<file path="src/rtl/iob_cache_back_end_arb_pkg.sv">
// iob_cache_back_end_arb_pkg
// Shared definitions for the cache back-end arbiter:
//   - FSM state encoding (IDLE=0, WR=1, RD=2)
//   - back-end byte/beat geometry helpers
//   - line-address extraction from a byte address
package iob_cache_back_end_arb_pkg;

   typedef enum logic [1:0] {
      S_IDLE = 2'd0,
      S_WR   = 2'd1,
      S_RD   = 2'd2
   } state_t;

   function automatic int be_nbytes(input int data_w);
      return data_w / 8;
   endfunction

   function automatic int be_nbytes_w(input int data_w);
      return $clog2(data_w / 8);
   endfunction

   // Beat index is at least one bit wide so one-beat lines still have a port.
   function automatic int beat_w(input int line2be_w);
      return (line2be_w > 0) ? line2be_w : 1;
   endfunction

   // Line address of a byte address: drop the byte-in-beat and beat-in-line bits.
   function automatic logic [63:0] line_of(input logic [63:0] addr, input int unsigned lsb);
      return addr >> lsb;
   endfunction

endpackage

</file>
<file path="src/rtl/iob_cache_back_end_arb_if.sv">
// iob_cache_back_end_arb_if
// Bundles the write-buffer, replacement-reader and back-end memory signals.
//   slave  : the arbiter (consumes requests, drives the back-end request)
//   master : the surrounding cache core / memory model
interface iob_cache_back_end_arb_if
   import iob_cache_back_end_arb_pkg::*;
#(
   parameter int BE_ADDR_W = 32,
   parameter int BE_DATA_W = 32,
   parameter int LINE2BE_W = 2
);
   localparam int BE_NBYTES   = be_nbytes(BE_DATA_W);
   localparam int BE_NBYTES_W = be_nbytes_w(BE_DATA_W);
   localparam int LINE_W      = BE_ADDR_W - BE_NBYTES_W - LINE2BE_W;
   localparam int BEAT_W      = beat_w(LINE2BE_W);

   logic                 write_valid;
   logic [BE_ADDR_W-1:0] write_addr;
   logic [BE_DATA_W-1:0] write_wdata;
   logic [BE_NBYTES-1:0] write_wstrb;
   logic                 write_ready;

   logic                 replace_valid;
   logic [LINE_W-1:0]    replace_addr;
   logic                 replace;
   logic                 read_valid;
   logic [BEAT_W-1:0]    read_addr;
   logic [BE_DATA_W-1:0] read_rdata;

   logic                 be_valid;
   logic [BE_ADDR_W-1:0] be_addr;
   logic [BE_DATA_W-1:0] be_wdata;
   logic [BE_NBYTES-1:0] be_wstrb;
   logic [BE_DATA_W-1:0] be_rdata;
   logic                 be_ready;

   modport slave (
      input  write_valid, write_addr, write_wdata, write_wstrb,
      input  replace_valid, replace_addr,
      input  be_rdata, be_ready,
      output write_ready, replace, read_valid, read_addr, read_rdata,
      output be_valid, be_addr, be_wdata, be_wstrb
   );

   modport master (
      output write_valid, write_addr, write_wdata, write_wstrb,
      output replace_valid, replace_addr,
      output be_rdata, be_ready,
      input  write_ready, replace, read_valid, read_addr, read_rdata,
      input  be_valid, be_addr, be_wdata, be_wstrb
   );
endinterface

</file>
<file path="src/rtl/iob_cache_be_arbiter.sv">
// iob_cache_be_arbiter
// Priority arbiter with bounded starvation between the write buffer and the
// line-replacement reader.
//   clk_i, reset    : clock, synchronous active-high reset
//   arb_en          : high while the back-end port is free (grant is taken)
//   write_valid     : write buffer request
//   replace_valid   : replacement request
//   hazard          : pending write targets the line being replaced
//   grant_wr/rd     : one-hot grant, only meaningful while arb_en is high
module iob_cache_be_arbiter #(
   parameter int WRITE_FIRST = 1,
   parameter int STARVE_W    = 3
) (
   input  logic clk_i,
   input  logic reset,
   input  logic arb_en,
   input  logic write_valid,
   input  logic replace_valid,
   input  logic hazard,
   output logic grant_wr,
   output logic grant_rd
);
   localparam logic [STARVE_W-1:0] LIMIT = '1;

   logic [STARVE_W-1:0] starve_q, starve_d;
   logic                loser_wr_q, loser_wr_d;  // 1: write side lost the last contended grant
   logic                contend;

   assign contend = write_valid && replace_valid;

   always_comb begin
      grant_wr   = 1'b0;
      grant_rd   = 1'b0;
      starve_d   = starve_q;
      loser_wr_d = loser_wr_q;
      if (arb_en) begin
         if (contend) begin
            // A write to the line being filled must land before the fill reads it.
            if (hazard)
               grant_wr = 1'b1;
            else if (starve_q == LIMIT)
               grant_wr = loser_wr_q;
            else
               grant_wr = (WRITE_FIRST != 0);
            grant_rd = !grant_wr;
            // Serving the side that had been losing resets the streak; anything
            // else extends it. A zero count has no streak to break.
            if (starve_q != '0 && grant_wr == loser_wr_q)
               starve_d = '0;
            else if (starve_q != LIMIT)
               starve_d = starve_q + 1'b1;
            loser_wr_d = !grant_wr;
         end else if (write_valid) begin
            grant_wr = 1'b1;
            starve_d = '0;
         end else if (replace_valid) begin
            grant_rd = 1'b1;
            starve_d = '0;
         end
      end
   end

   always_ff @(posedge clk_i) begin
      if (reset) begin
         starve_q   <= '0;
         loser_wr_q <= 1'b0;
      end else begin
         starve_q   <= starve_d;
         loser_wr_q <= loser_wr_d;
      end
   end
endmodule

</file>
<file path="src/rtl/iob_cache_back_end_arb.sv">
// iob_cache_back_end_arb
// Shares one back-end memory port between single-beat write-through writes and
// multi-beat line-replacement reads. Grants are registered and locked for a
// whole transaction; each transaction is followed by at least one IDLE cycle.
//   clk_i  : clock
//   reset  : synchronous active-high reset; abandons any transaction in flight
//   bus    : write, replacement and back-end signals (slave side)
module iob_cache_back_end_arb
   import iob_cache_back_end_arb_pkg::*;
#(
   parameter int BE_ADDR_W   = 32,
   parameter int BE_DATA_W   = 32,
   parameter int LINE2BE_W   = 2,
   parameter int WRITE_FIRST = 1,
   parameter int STARVE_W    = 3
) (
   input  logic                    clk_i,
   input  logic                    reset,
   iob_cache_back_end_arb_if.slave bus
);
   localparam int BE_NBYTES_W = be_nbytes_w(BE_DATA_W);
   localparam int LINE_LSB    = BE_NBYTES_W + LINE2BE_W;
   localparam int BEAT_W      = beat_w(LINE2BE_W);
   localparam logic [BEAT_W-1:0] LAST_BEAT = BEAT_W'((1 << LINE2BE_W) - 1);

   state_t              state_q, state_d;
   logic [BEAT_W-1:0]   beat_q, beat_d;
   logic                hazard;
   logic                grant_wr, grant_rd;
   logic [BE_ADDR_W-1:0] rd_addr;

   assign hazard = bus.write_valid && bus.replace_valid &&
                   (line_of(64'(bus.write_addr), LINE_LSB) == 64'(bus.replace_addr));

   // {replace_addr, beat, byte-offset zeros}
   assign rd_addr = BE_ADDR_W'((64'(bus.replace_addr) << LINE_LSB) |
                               (64'(beat_q) << BE_NBYTES_W));

   iob_cache_be_arbiter #(
      .WRITE_FIRST (WRITE_FIRST),
      .STARVE_W    (STARVE_W)
   ) u_arbiter (
      .clk_i         (clk_i),
      .reset         (reset),
      .arb_en        (state_q == S_IDLE),
      .write_valid   (bus.write_valid),
      .replace_valid (bus.replace_valid),
      .hazard        (hazard),
      .grant_wr      (grant_wr),
      .grant_rd      (grant_rd)
   );

   always_comb begin
      state_d         = state_q;
      beat_d          = beat_q;
      bus.be_valid    = 1'b0;
      bus.be_addr     = '0;
      bus.be_wdata    = '0;
      bus.be_wstrb    = '0;
      bus.write_ready = 1'b0;
      bus.replace     = 1'b0;
      bus.read_valid  = 1'b0;
      bus.read_addr   = '0;
      bus.read_rdata  = '0;
      case (state_q)
         S_IDLE: begin
            if (grant_wr)      state_d = S_WR;
            else if (grant_rd) state_d = S_RD;
         end
         S_WR: begin
            bus.be_valid = 1'b1;
            bus.be_addr  = bus.write_addr;
            bus.be_wdata = bus.write_wdata;
            bus.be_wstrb = bus.write_wstrb;
            if (bus.be_ready) begin
               bus.write_ready = 1'b1;
               state_d         = S_IDLE;
            end
         end
         S_RD: begin
            bus.be_valid  = 1'b1;
            bus.be_addr   = rd_addr;
            bus.replace   = 1'b1;
            bus.read_addr = beat_q;
            if (bus.be_ready) begin
               bus.read_valid = 1'b1;
               bus.read_rdata = bus.be_rdata;
               if (beat_q == LAST_BEAT) begin
                  beat_d  = '0;
                  state_d = S_IDLE;
               end else begin
                  beat_d = beat_q + 1'b1;
               end
            end
         end
         default: state_d = S_IDLE;
      endcase
   end

   always_ff @(posedge clk_i) begin
      if (reset) begin
         state_q <= S_IDLE;
         beat_q  <= '0;
      end else begin
         state_q <= state_d;
         beat_q  <= beat_d;
      end
   end
endmodule

</file>
<file path="src/flat_wrapper.sv">
// flat-port wrapper written by rule: the top's interface ports become plain ports
module iob_cache_back_end_arb_flat import iob_cache_back_end_arb_pkg::*;
#(
   parameter int BE_ADDR_W   = 32,
   parameter int BE_DATA_W   = 32,
   parameter int LINE2BE_W   = 2,
   parameter int WRITE_FIRST = 1,
   parameter int STARVE_W    = 3
)
  (clk_i, reset, bus_write_valid, bus_write_addr, bus_write_wdata, bus_write_wstrb, bus_replace_valid, bus_replace_addr, bus_be_rdata, bus_be_ready, bus_write_ready, bus_replace, bus_read_valid, bus_read_addr, bus_read_rdata, bus_be_valid, bus_be_addr, bus_be_wdata, bus_be_wstrb);
  iob_cache_back_end_arb_if #(.BE_ADDR_W(BE_ADDR_W), .BE_DATA_W(BE_DATA_W), .LINE2BE_W(LINE2BE_W)) bus_i ();
  input  logic clk_i;
  input  logic reset;
  input wire logic [$bits(bus_i.write_valid)-1:0] bus_write_valid;
  input wire logic [$bits(bus_i.write_addr)-1:0] bus_write_addr;
  input wire logic [$bits(bus_i.write_wdata)-1:0] bus_write_wdata;
  input wire logic [$bits(bus_i.write_wstrb)-1:0] bus_write_wstrb;
  input wire logic [$bits(bus_i.replace_valid)-1:0] bus_replace_valid;
  input wire logic [$bits(bus_i.replace_addr)-1:0] bus_replace_addr;
  input wire logic [$bits(bus_i.be_rdata)-1:0] bus_be_rdata;
  input wire logic [$bits(bus_i.be_ready)-1:0] bus_be_ready;
  output wire logic [$bits(bus_i.write_ready)-1:0] bus_write_ready;
  output wire logic [$bits(bus_i.replace)-1:0] bus_replace;
  output wire logic [$bits(bus_i.read_valid)-1:0] bus_read_valid;
  output wire logic [$bits(bus_i.read_addr)-1:0] bus_read_addr;
  output wire logic [$bits(bus_i.read_rdata)-1:0] bus_read_rdata;
  output wire logic [$bits(bus_i.be_valid)-1:0] bus_be_valid;
  output wire logic [$bits(bus_i.be_addr)-1:0] bus_be_addr;
  output wire logic [$bits(bus_i.be_wdata)-1:0] bus_be_wdata;
  output wire logic [$bits(bus_i.be_wstrb)-1:0] bus_be_wstrb;
  assign bus_i.write_valid = bus_write_valid;
  assign bus_i.write_addr = bus_write_addr;
  assign bus_i.write_wdata = bus_write_wdata;
  assign bus_i.write_wstrb = bus_write_wstrb;
  assign bus_i.replace_valid = bus_replace_valid;
  assign bus_i.replace_addr = bus_replace_addr;
  assign bus_i.be_rdata = bus_be_rdata;
  assign bus_i.be_ready = bus_be_ready;
  assign bus_write_ready = bus_i.write_ready;
  assign bus_replace = bus_i.replace;
  assign bus_read_valid = bus_i.read_valid;
  assign bus_read_addr = bus_i.read_addr;
  assign bus_read_rdata = bus_i.read_rdata;
  assign bus_be_valid = bus_i.be_valid;
  assign bus_be_addr = bus_i.be_addr;
  assign bus_be_wdata = bus_i.be_wdata;
  assign bus_be_wstrb = bus_i.be_wstrb;
  iob_cache_back_end_arb #(.BE_ADDR_W(BE_ADDR_W), .BE_DATA_W(BE_DATA_W), .LINE2BE_W(LINE2BE_W), .WRITE_FIRST(WRITE_FIRST), .STARVE_W(STARVE_W)) u_core (.clk_i(clk_i), .reset(reset), .bus(bus_i));
endmodule
</file>
<file path="config.mk">
export PLATFORM = sky130hd
export DESIGN_NAME = iob_cache_back_end_arb_flat
export DESIGN_NICKNAME = d
export VERILOG_FILES = /design/src/rtl/iob_cache_back_end_arb_pkg.sv /design/src/rtl/iob_cache_back_end_arb_if.sv /design/src/rtl/iob_cache_be_arbiter.sv /design/src/rtl/iob_cache_back_end_arb.sv /design/src/flat_wrapper.sv
export SDC_FILE = /design/constraint.sdc
export NUM_CORES = 1
export LEC_CHECK = 0
export ABC_AREA = 1
export ABC_CLOCK_PERIOD_IN_PS = 1700
export BUFFER_PORTS_ARGS = -buffer_cell sky130_fd_sc_hd__buf_4
export CAP_MARGIN = 20
export CORE_AREA = 2 2 93 95
export DETAILED_ROUTE_END_ITERATION = 8
export DIE_AREA = 0 0 95 97
export PLACE_DENSITY_LB_ADDON = 0.15
export RECOVER_POWER = 25
export SLEW_MARGIN = 20
export SYNTH_ARGS = -nofsm -noshare
export SYNTH_HDL_FRONTEND = slang
export SYNTH_HIERARCHICAL = 1
export SYNTH_SLANG_ARGS = --single-unit
</file>
<file path="constraint.sdc">
create_clock -name clk_i -period 1.7 [get_ports clk_i]
set_input_delay 0.34 -clock clk_i [delete_from_list [all_inputs] [get_ports clk_i]]
set_output_delay 0.34 -clock clk_i [all_outputs]
set_load 0.02 [all_outputs]
</file>
==> results by group, run 1 <==
Placement
  • IO buf count: ~240
  • Placer congestion estimate: ~0.86
  • Dpl cell area: roughly 4900 um2
  • Hpwl dp: 9230 um

Worst hold path
  • Hold Path Depth: 2
  • Hold Path Origin: reset
  • Tightest Hold Check Type: in -> reg
  • Hold EP: u_core/state_q[1]

Synthesis
  • Post-synth top cells: nand2_1 (137), inv_1 (134), nor2_1 (58), o32ai_1 (21), a21oi_1 (14)
  • Post-Syn Instances: between 400 and 500
  • Avg Inst Size Synth: 4.82 um2
  • Top post-synthesis cells by area: nand2_1 (24%), inv_1 (24%), nor2_1 (10%), o32ai_1 (8.8%), dfxtp_1 (7.6%)
  • FFs w/ async S/R, synth: 0%
  • Top FF cell, synth: dfxtp_1
  • Mux cell area share after synthesis: 0%
  • Synth Area in Simple Gates: between 40% and 50%
  • Synth area leader: nand2_1
  • Number of synthesized flops with an enable pin: 0
  • Area fraction of the dominant cell type after synthesis: roughly a quarter
  • Largest family of logic cells by synthesized area: simple AND/OR/NAND/NOR gates
  • Yosys reg bits: 8
  • Synth Warn #: 6
  • Net Count, Synth: around 580
  • Most common cell in the synthesized netlist: nand2_1
  • Mapped cell area: between 2000 and 2500 um2
  • Synth cell types: 27
  • XOR/XNOR Fraction of Synth Area: less than 1%
  • Compound-Gate Fraction of Synth Area: about 16%
  • Post-synthesis sequential area ratio: under 10%
  • Post-Synth Adder-Cell Area: between 4 and 5%

Cells and area
  • Total Nets Final: 903
  • Final Core Density: between 80% and 90%
  • # diodes: 0
  • Share of cells above drive strength 1: between 70% and 80%
  • Final Cell Area: 6660 um2
  • Area grow syn2layout: 217%

STA
  • Final hold viol count: 0
  • Final setup vio count: between 100 and 150
  • Fin Setup TNS: -15840 ps
  • Tcrit/Tclk final: 114%
  • Max Clk Rate: 514 MHz
  • Worst-Margin Slew: between 300 and 400 ps
  • Slew Limit Fails: 0
  • Max_slew headroom: between 70% and 80%
  • Clk_skew: 5.33 ps
  • Setup WS post-layout: -245 ps
  • Tmin final: 1950 ps
  • RSZ-0062 raised after global routing: yes

Critical path
  • Worst-path fanout max: 13
  • Crit path capture type: output pin
  • WS Path Type: reg -> out
  • Reg2reg end: u_core/state_q[0]
  • FF-to-FF path depth: 12
  • WP data required: 1360 ps
  • FF-to-FF setup slack: -80 ps
  • Startpoint types: register
  • Worst reg2reg startpoint: u_core/state_q[1]
  • CP arrival: 1610 ps

GRT
  • Largest net degree at the start of global routing: 18
  • GRT Total Usage: roughly a quarter
  • GRT Residual Overflow: 0
  • Antenna violations before repair: 0
  • First-pass GRT wire length: about 19000 um
  • Vias in the first global route: between 3000 and 4000

Run
  • Maxcap violations: 0

Routing
  • Initial DRC Count: 142
  • Via count: 4122
  • WL/cell: about 18 um
  • Routed WL: ~15000 um
  • Drt first pass iters: 4
  • DRC violations left: 0
  • Vias per inst: around 4.8
  • Post-DRT Antenna Nets: 0

Floorplanning
  • Die X: ~95 um
  • Initial Utilization: around 26%
  • Core Region: 8130 um2
  • Die Footprint: roughly 9000 um2
  • DIE HEIGHT: a little under 100 um
  • Num rows: 33
  • IO Pins: 239

Clock tree
  • CTS root buf: clkbuf_8
  • CTS tree: built
  • Num CTS Buffers: 3
  • Clock Sinks: 8
  • Worst-path clk slew: ~50 ps
  • Htree depth: 1
  • Clock Tree Buf Depth: 2
  • Clk_lat worst skew: 230 ps

Pwr
  • Leakage: 3.66 nW
  • Worst vdd ir: roughly 340 uV
  • Pwr Density: 499 nW/um2

Status
  • Result of the run: finished, violations left
  • Violated checks: negative setup slack
==> layer usage <==
metal	track usage, %	share of wire, %	vias up
li1	-	-	1936
met3	5.30	8.0	62
met4	7.47	4.8	0
met5	0	0	-
met1	24.7	32	1918
met2	53.4	55	206
==> cell families after synthesis <==
group | Yosys count
compound gates | 50
flops | 8
buf+inv | 153
simple gates | 217
xor+xnor | 1
fa+ha+maj | 7
==> critical path, stage by stage, from the launching register on <==
cell and delay, ps:
dfxtp_2 330, inv_2 60, ha_4 290, buf_4 150, inv_8 80, buf_4 150
a21oi_1 140, buf_4 170
==> through the flow <==
step / hold slack (ps) / cells / setup WS (ps) / total power, mW
5_1_grt: 315 / 866 / -315 / 3.48
3_3_place_gp: 494 / 829 / -212 / 2.00
2_1_floorplan: 402 / 436 / -62.8 / 1.24
3_5_place_dp: 508 / 829 / -271 / 2.03
6_report: 307 / 866 / -245 / 3.32
4_1_cts: 303 / 855 / -196 / 2.97
==> power by group <==
part           leakage (nW)  internal (mW)  total (mW)  switching [mW]
combinational          3.57           1.35        2.86            1.50
clock                0.0216          0.154       0.233          0.0792
sequential           0.0663          0.213       0.233          0.0203
total                  3.66           1.72        3.32            1.60
==> worst max path at each step <==
stage                          from  cells after the start                end  slack, ps
2_1_floorplan     u_core/state_q[0]                      4    bus_be_addr[10]        -60
3_3_place_gp   bus_replace_addr[20]                     15  u_core/state_q[1]       -210
3_5_place_dp   bus_replace_addr[20]                     15  u_core/state_q[1]       -270
4_1_cts           u_core/state_q[0]                      6    bus_be_addr[25]       -200
5_1_grt           u_core/state_q[0]                      7    bus_be_addr[24]       -310
6_report          u_core/state_q[0]                      7    bus_be_addr[24]       -250
==> final cells by class <==
cell class                 instances  area [um2]
clock buffer                       3        41.3
timing repair buffer             335        3280
inverter                         138         568
sequential                         8         163
multi-input combinational        275        2450
fill                             453        1480
tap                              105         131
timing repair inverter             2        20.0
==> layout by cell type (no fill, tap or decap), types with 9 or more instances in the layout <==
| cell type | count |
|---|---|
| inv_2 | 65 |
| o32ai_4 | 21 |
| inv_1 | 60 |
| inv_4 | 9 |
| nand3_1 | 9 |
| nor2_4 | 35 |
| nand2_2 | 26 |
| buf_12 | 10 |
| nor2_1 | 20 |
| nand2_4 | 34 |
| buf_4 | 190 |
| buf_6 | 123 |
| nand2_1 | 78 |
==> state kept, by name, summed over array words and instances, names as in the netlist <==
| register | count |
|---|---|
| u_core/u_arbiter/loser_wr_q | 1 |
| u_core/state_q | 2 |
| u_core/u_arbiter/starve_q | 3 |
| u_core/beat_q | 2 |
==> repair_timing <==
action / in CTS / in global routing
pin swaps: 13 / 51
setup buffers: 16 / 10
hold buffers: 0 / 0
setup endpoints to repair: 106 / 109
cloned: 8 / 3
endpoints found under the hold margin: 0 / 0
resized for setup: 173 / 256
Power figures use the tool's default switching activity.
==> run 2: changes to the inputs <==
==> constraint.sdc (replaced) <==
create_clock -name clk_i -period 1.7 [get_ports clk_i]
set_input_delay 0.34 -clock clk_i [delete_from_list [all_inputs] [get_ports clk_i]]
set_output_delay 0.34 -clock clk_i [all_outputs]
set_load 0.01 [all_outputs]
==> run 2 against run 1 <==
The flow still finishes with violations (negative setup slack). Via count down 6.4%. Clock power up 2%. Utilization down 9.6 points. Combinational power down 28%. Sequential share of layout area up 0.32 points. Global-route usage down 3.2 points. Routed wire length down 16%. Critical path depth up 1. Register-to-register slack better by 110 ps. Critical path type unchanged. Critical endpoint is now bus_read_rdata[25].
==> results by group, run 2 (synthesized netlist as in run 1, its figures left out) <==
Pwr
  • Reg power frac: about a tenth
  • Power Total: 2.52 mW
  • Power share of the clock group: a little under a tenth
  • Fraction of power spent switching nets: between 40% and 50%
  • Int Power: 1.38 mW
  • Leakage: 3.34 nW
  • Worst vdd ir: ~250 uV
  • Pwr Density: ~430 nW/um2
  • NetSw: roughly 1.1 mW
  • Comb pwr share: between 80% and 90%

STA
  • Worst-Margin Slew: about 360 ps
  • RSZ-0062 raised after global routing: yes
  • Final hold viol count: 0
  • Final setup vio count: around 100
  • Clk_skew: a little over 0.9 ps
  • Max Clk Rate: between 500 and 600 MHz
  • Tmin final: between 1500 and 2000 ps
  • Setup WS post-layout: -174 ps
  • Max_slew headroom: approximately three quarters
  • Hold slack: roughly 300 ps
  • Tcrit/Tclk final: 110%
  • Slew Limit Fails: 0

Critical path
  • CP arrival: between 1500 and 2000 ps
  • Worst-path fanout max: 7
  • Crit-path max cell delay: approximately 320 ps
  • Worst path cell trace: inv_2 -> buf_6 -> ha_4 -> buf_6 -> nand2_8 -> clkbuf_16 -> nor2_4 -> buf_6
  • Most used cell, CP: buf_6
  • Startpoint types: register
  • Crit path capture type: output pin
  • Cell family with most CP delay: buffers and inverters
  • WS Path Type: reg -> out
  • WP data required: roughly 1400 ps
  • WP buf/inv: 5
  • CP max-delay cell: dfxtp_2

Placement
  • Cell count after placement: roughly 820
  • IO buf count: 238
  • Hpwl dp: around 8500 um
  • Placer congestion estimate: approximately 0.90

Routing
  • Vias per inst: approximately 4.6
  • Initial DRC Count: 104
  • WL/cell: approximately 15 um
  • Routed WL: about 13000 um
  • Drt first pass iters: 4
  • Post-DRT Antenna Nets: 0
  • DRC violations left: 0
  • Via count: 3859

Clock tree
  • CTS tree: built
  • Htree depth: 1
  • Hold buffer count at cts: 0
  • Num CTS Buffers: 3
  • Clk_lat worst skew: around 230 ps
  • Clock Tree Buf Depth: 2
  • Clock Sinks: 8
  • Worst-path clk slew: 40 ps
  • CTS root buf: clkbuf_8

GRT
  • Largest net degree at the start of global routing: 31
  • Vias in the first global route: roughly 3500
  • GRT Total Usage: around 23%
  • GRT Residual Overflow: 0
  • First-pass GRT wire length: about 17000 um
  • Antenna violations before repair: 0

Floorplanning
  • DIE HEIGHT: between 90 and 100 um
  • Initial Utilization: about a quarter
  • Die Footprint: slightly above 9000 um2
  • IO Pins: about 240
  • Core Region: between 8000 and 9000 um2
  • Die X: about 95 um
  • Num rows: 33

Status
  • Result of the run: finished, violations left
  • Violated checks: negative setup slack

Cells and area
  • Fill cells: ~570
  • Top reg by flops: u_core/u_arbiter/starve_q
  • Share of cells above drive strength 1: about 70%
  • Max reg flops: 3
  • Area grow syn2layout: 180%
  • Commonest non-fill, non-tap cells in the layout: buf_4 (231), nand2_1 (103), inv_1 (87)
  • Commonest non-fill, non-tap cell in the layout: buf_4
  • Final cell count without fillers: 843
  • Total Nets Final: slightly below 900
  • Largest registers: u_core/u_arbiter/starve_q x3, u_core/beat_q x2, u_core/state_q x2
  • # diodes: 0

Worst hold path
  • Tightest Hold Check Type: in -> reg

Run
  • Maxcap violations: 0
-- run 2: final cells by class --
class / count / area (um2) / share of cell area [%]
multi-input combinational: 275 / 2110 / 36.0
sequential: 8 / 163 / 2.77
inverter: 138 / 581 / 9.88
timing repair inverter: 1 / 11.3 / 0.192
clock buffer: 3 / 41.3 / 0.703
tap: 105 / 131 / 2.24
timing repair buffer: 313 / 2830 / 48.2
-- run 2: repair_timing --
| item | 4_1_cts | 5_1_grt |
|---|---|---|
| cloned | 5 | 4 |
| buffers inserted | 7 | 11 |
| setup endpoints to repair | 101 | 107 |
| gates resized for setup | 135 | 206 |
| pin swaps | 11 | 72 |
-- run 2: layer usage --
layer | track usage, % | up-vias | share of wire [%]
li1 | - | 1895 | -
met1 | 22.7 | 1749 | 34
met3 | 3.82 | 50 | 7.4
met4 | 10.1 | 0 | 4.5
met5 | 0 | - | 0
met2 | 44.5 | 165 | 54
-- run 2: metrics by stage --
step / instance area (um2) / TNS [ps] / worst slack [ps] / util [%]
floorplan: 2100 / -982 / -75.6 / -
global placement: 4340 / -1640 / -167 / 53.3
detailed placement: 4340 / -2290 / -208 / 53.3
CTS: 5100 / -9530 / -158 / 62.7
global route: 5880 / -16100 / -247 / 72.2
finish: 5880 / -10440 / -174 / 72.2
-- run 2: power by group through the flow --
stage               registers (mW)  logic, mW  clock network (mW)
finish                       0.235       2.05               0.237
global route                 0.237       2.20               0.259
CTS                          0.230       1.74               0.245
detailed placement           0.230       1.41                   0
global placement             0.229       1.39                   0
floorplan                    0.228      0.664                   0
-- run 2: final timing paths --
check	from	end	slack (ps)	cells past startpoint
worst max register to register	u_core/u_arbiter/starve_q[0]	u_core/state_q[0]	30	10
worst min register to register	u_core/u_arbiter/starve_q[1]	u_core/u_arbiter/starve_q[1]	520	2
worst min-delay path	reset	u_core/state_q[1]	290	2
worst max-delay path	u_core/state_q[0]	bus_read_rdata[25]	-170	8
==> run 3: changes to the inputs <==
--- a/config.mk
+++ b/config.mk
@@ -6,12 +6,12 @@
 export NUM_CORES = 1
 export LEC_CHECK = 0
 export ABC_AREA = 1
-export ABC_CLOCK_PERIOD_IN_PS = 1700
+export ABC_CLOCK_PERIOD_IN_PS = 2400
 export BUFFER_PORTS_ARGS = -buffer_cell sky130_fd_sc_hd__buf_4
 export CAP_MARGIN = 20
-export CORE_AREA = 2 2 93 95
+export CORE_AREA = 2 2 92 94
 export DETAILED_ROUTE_END_ITERATION = 8
-export DIE_AREA = 0 0 95 97
+export DIE_AREA = 0 0 94 96
 export PLACE_DENSITY_LB_ADDON = 0.15
 export RECOVER_POWER = 25
 export SLEW_MARGIN = 20
==> constraint.sdc (replaced) <==
create_clock -name clk_i -period 2.4 [get_ports clk_i]
set_input_delay 0.48 -clock clk_i [delete_from_list [all_inputs] [get_ports clk_i]]
set_output_delay 0.48 -clock clk_i [all_outputs]
set_load 0.01 [all_outputs]
==> run 3 against run 2 <==
The run now ends clean. Flip-flop and latch count did not move. Sequential power decreased by 31%. Critical endpoint is now bus_be_addr[3]. Worst setup slack better by 350 ps. Via count fell by 15%. Clock power decreased by 32%. Highest routed layer unchanged. Hold slack better by 160 ps. Largest cell class unchanged.
==> results by group, run 3 (synthesized netlist as in run 1, its figures left out) <==
GRT
  • First-pass GRT wire length: roughly 13000 um
  • GRT Total Usage: ~19%
  • Antenna violations before repair: 0
  • Vias in the first global route: around 2800
  • Largest net degree at the start of global routing: 46
  • GRT Residual Overflow: 0

Pwr
  • Pwr Density: between 300 and 400 nW/um2
  • Leakage: between 2 and 3 nW
  • Worst vdd ir: 184 uV

STA
  • Max Clk Rate: ~450 MHz
  • Slew Limit Fails: 0
  • Tmin final: ~2200 ps
  • RSZ-0062 raised after global routing: no
  • Max_slew headroom: between 60 and 70%
  • Setup WS post-layout: 171 ps
  • Hold slack: roughly 450 ps
  • Fin Setup TNS: 0 ps
  • Worst-Margin Slew: ~460 ps
  • Clk_skew: roughly 7 ps
  • Final setup vio count: 0
  • Final hold viol count: 0
  • Tcrit/Tclk final: 92.9%

Routing
  • Drt first pass iters: 4
  • Via count: around 3300
  • DRC violations left: 0
  • Vias per inst: 4.24
  • Post-DRT Antenna Nets: 0
  • Routed WL: approximately 9500 um
  • Initial DRC Count: 93
  • WL/cell: 12.3 um

Cells and area
  • # diodes: 0
  • Top reg by flops: u_core/u_arbiter/starve_q
  • Share of cells above drive strength 1: between 30 and 40%
  • Commonest non-fill, non-tap cell in the layout: buf_4
  • Total Nets Final: roughly 800
  • Area grow syn2layout: 86.1%
  • Max reg flops: 3
  • Commonest non-fill, non-tap cells in the layout: buf_4 (223), nand2_1 (138), inv_1 (134)
  • Largest registers: u_core/u_arbiter/starve_q x3, u_core/beat_q x2, u_core/state_q x2
  • Fill cells: slightly below 900

Clock tree
  • CTS tree: built
  • CTS root buf: clkbuf_8
  • Hold buffer count at cts: 0
  • Clock Tree Buf Depth: 2
  • Worst-path clk slew: roughly 40 ps
  • Clk_lat worst skew: roughly 230 ps
  • Htree depth: 1
  • Post CTS Setup Buffer Count: 0
  • Num CTS Buffers: 3
  • Clock Sinks: 8

Critical path
  • WS Path Type: reg -> out
  • FF-to-FF setup slack: between 600 and 700 ps
  • WP data required: about 1900 ps
  • Startpoint types: register
  • Crit path capture type: output pin
  • Worst-path fanout max: 8
  • CP arrival: about 1800 ps

Run
  • Maxcap violations: 0

Floorplanning
  • Num rows: 33
  • Initial Utilization: roughly a quarter
  • Die X: 94 um
  • IO Pins: 239
  • Core Region: slightly above 8000 um2
  • DIE HEIGHT: 96 um
  • Die Footprint: ~9000 um2

Placement
  • Pre-CTS setup slack: 282 ps
  • Hpwl dp: a little over 8000 um
  • IO buf count: 238
  • Placer congestion estimate: 0.878

Status
  • Result of the run: completed

Worst hold path
  • Tightest Hold Check Type: in -> reg
[run 3: cell count changes in the layout (fill, tap and decap cells not counted), sizes merged]
| cell | before | now |
|---|---|---|
| buf | 309 | 223 |
| inv | 138 | 137 |
| clkbuf | 7 | 23 |
[run 3: area by class of cell]
| class | instances | area, um2 | share of cell area (%) |
|---|---|---|---|
| Timing Repair Buffer | 243 | 1760 | 44.9 |
| Multi-Input combinational cell | 275 | 1300 | 33.2 |
| Inverter | 138 | 522 | 13.3 |
| Sequential cell | 8 | 160 | 4.10 |
| Tap cell | 105 | 131 | 3.36 |
| Clock buffer | 3 | 41.3 | 1.06 |
[run 3: path summary, 6_finish.rpt]
kind / from / endpoint / cells past startpoint
max: u_core/state_q[0] / bus_be_addr[3] / 6
min: reset / u_core/state_q[1] / 2
max reg2reg: u_core/u_arbiter/starve_q[0] / u_core/state_q[0] / 10
min reg2reg: u_core/state_q[0] / u_core/state_q[0] / 2
[run 3: where the power goes]
part	internal (mW)	leakage, nW	switching [mW]
logic	0.387	2.57	0.465
clock network	0.109	0.0216	0.0532
registers	0.150	0.0655	0.0120
[run 3: per-layer routing]
| metal | GRT usage, % | share of wire, % | up-vias |
|---|---|---|---|
| met5 | 0 | 0 | - |
| met4 | 4.11 | 2.0 | 0 |
| met3 | 3.60 | 7.9 | 14 |
| met2 | 36.9 | 53 | 124 |
| met1 | 20.2 | 38 | 1403 |
| li1 | - | - | 1736 |
[run 3: timing repair]
action                     in CTS  in global routing
setup endpoints to repair       0                  2
hold endpoints to repair        0                  0
resized for setup               0                  3
[run 3: stage by stage]
stage               utilization, %  instance area, um2  total power [mW]  instances
CTS                           49.5                3980              1.22        772
detailed placement            49.0                3940              1.05        769
global placement              49.0                3940              1.04        769
floorplan                        -                2100             0.632        436
global route                  48.6                3910              1.29        772
finish                        48.6                3910              1.18        772
[run 3: critical path, stage by stage, from the launching register on]
cell and delay [ps]:
dfxtp_1 310, inv_1 80, ha_1 330, clkbuf_1 340, nand2_1 140, a21oi_1 170
buf_4 160
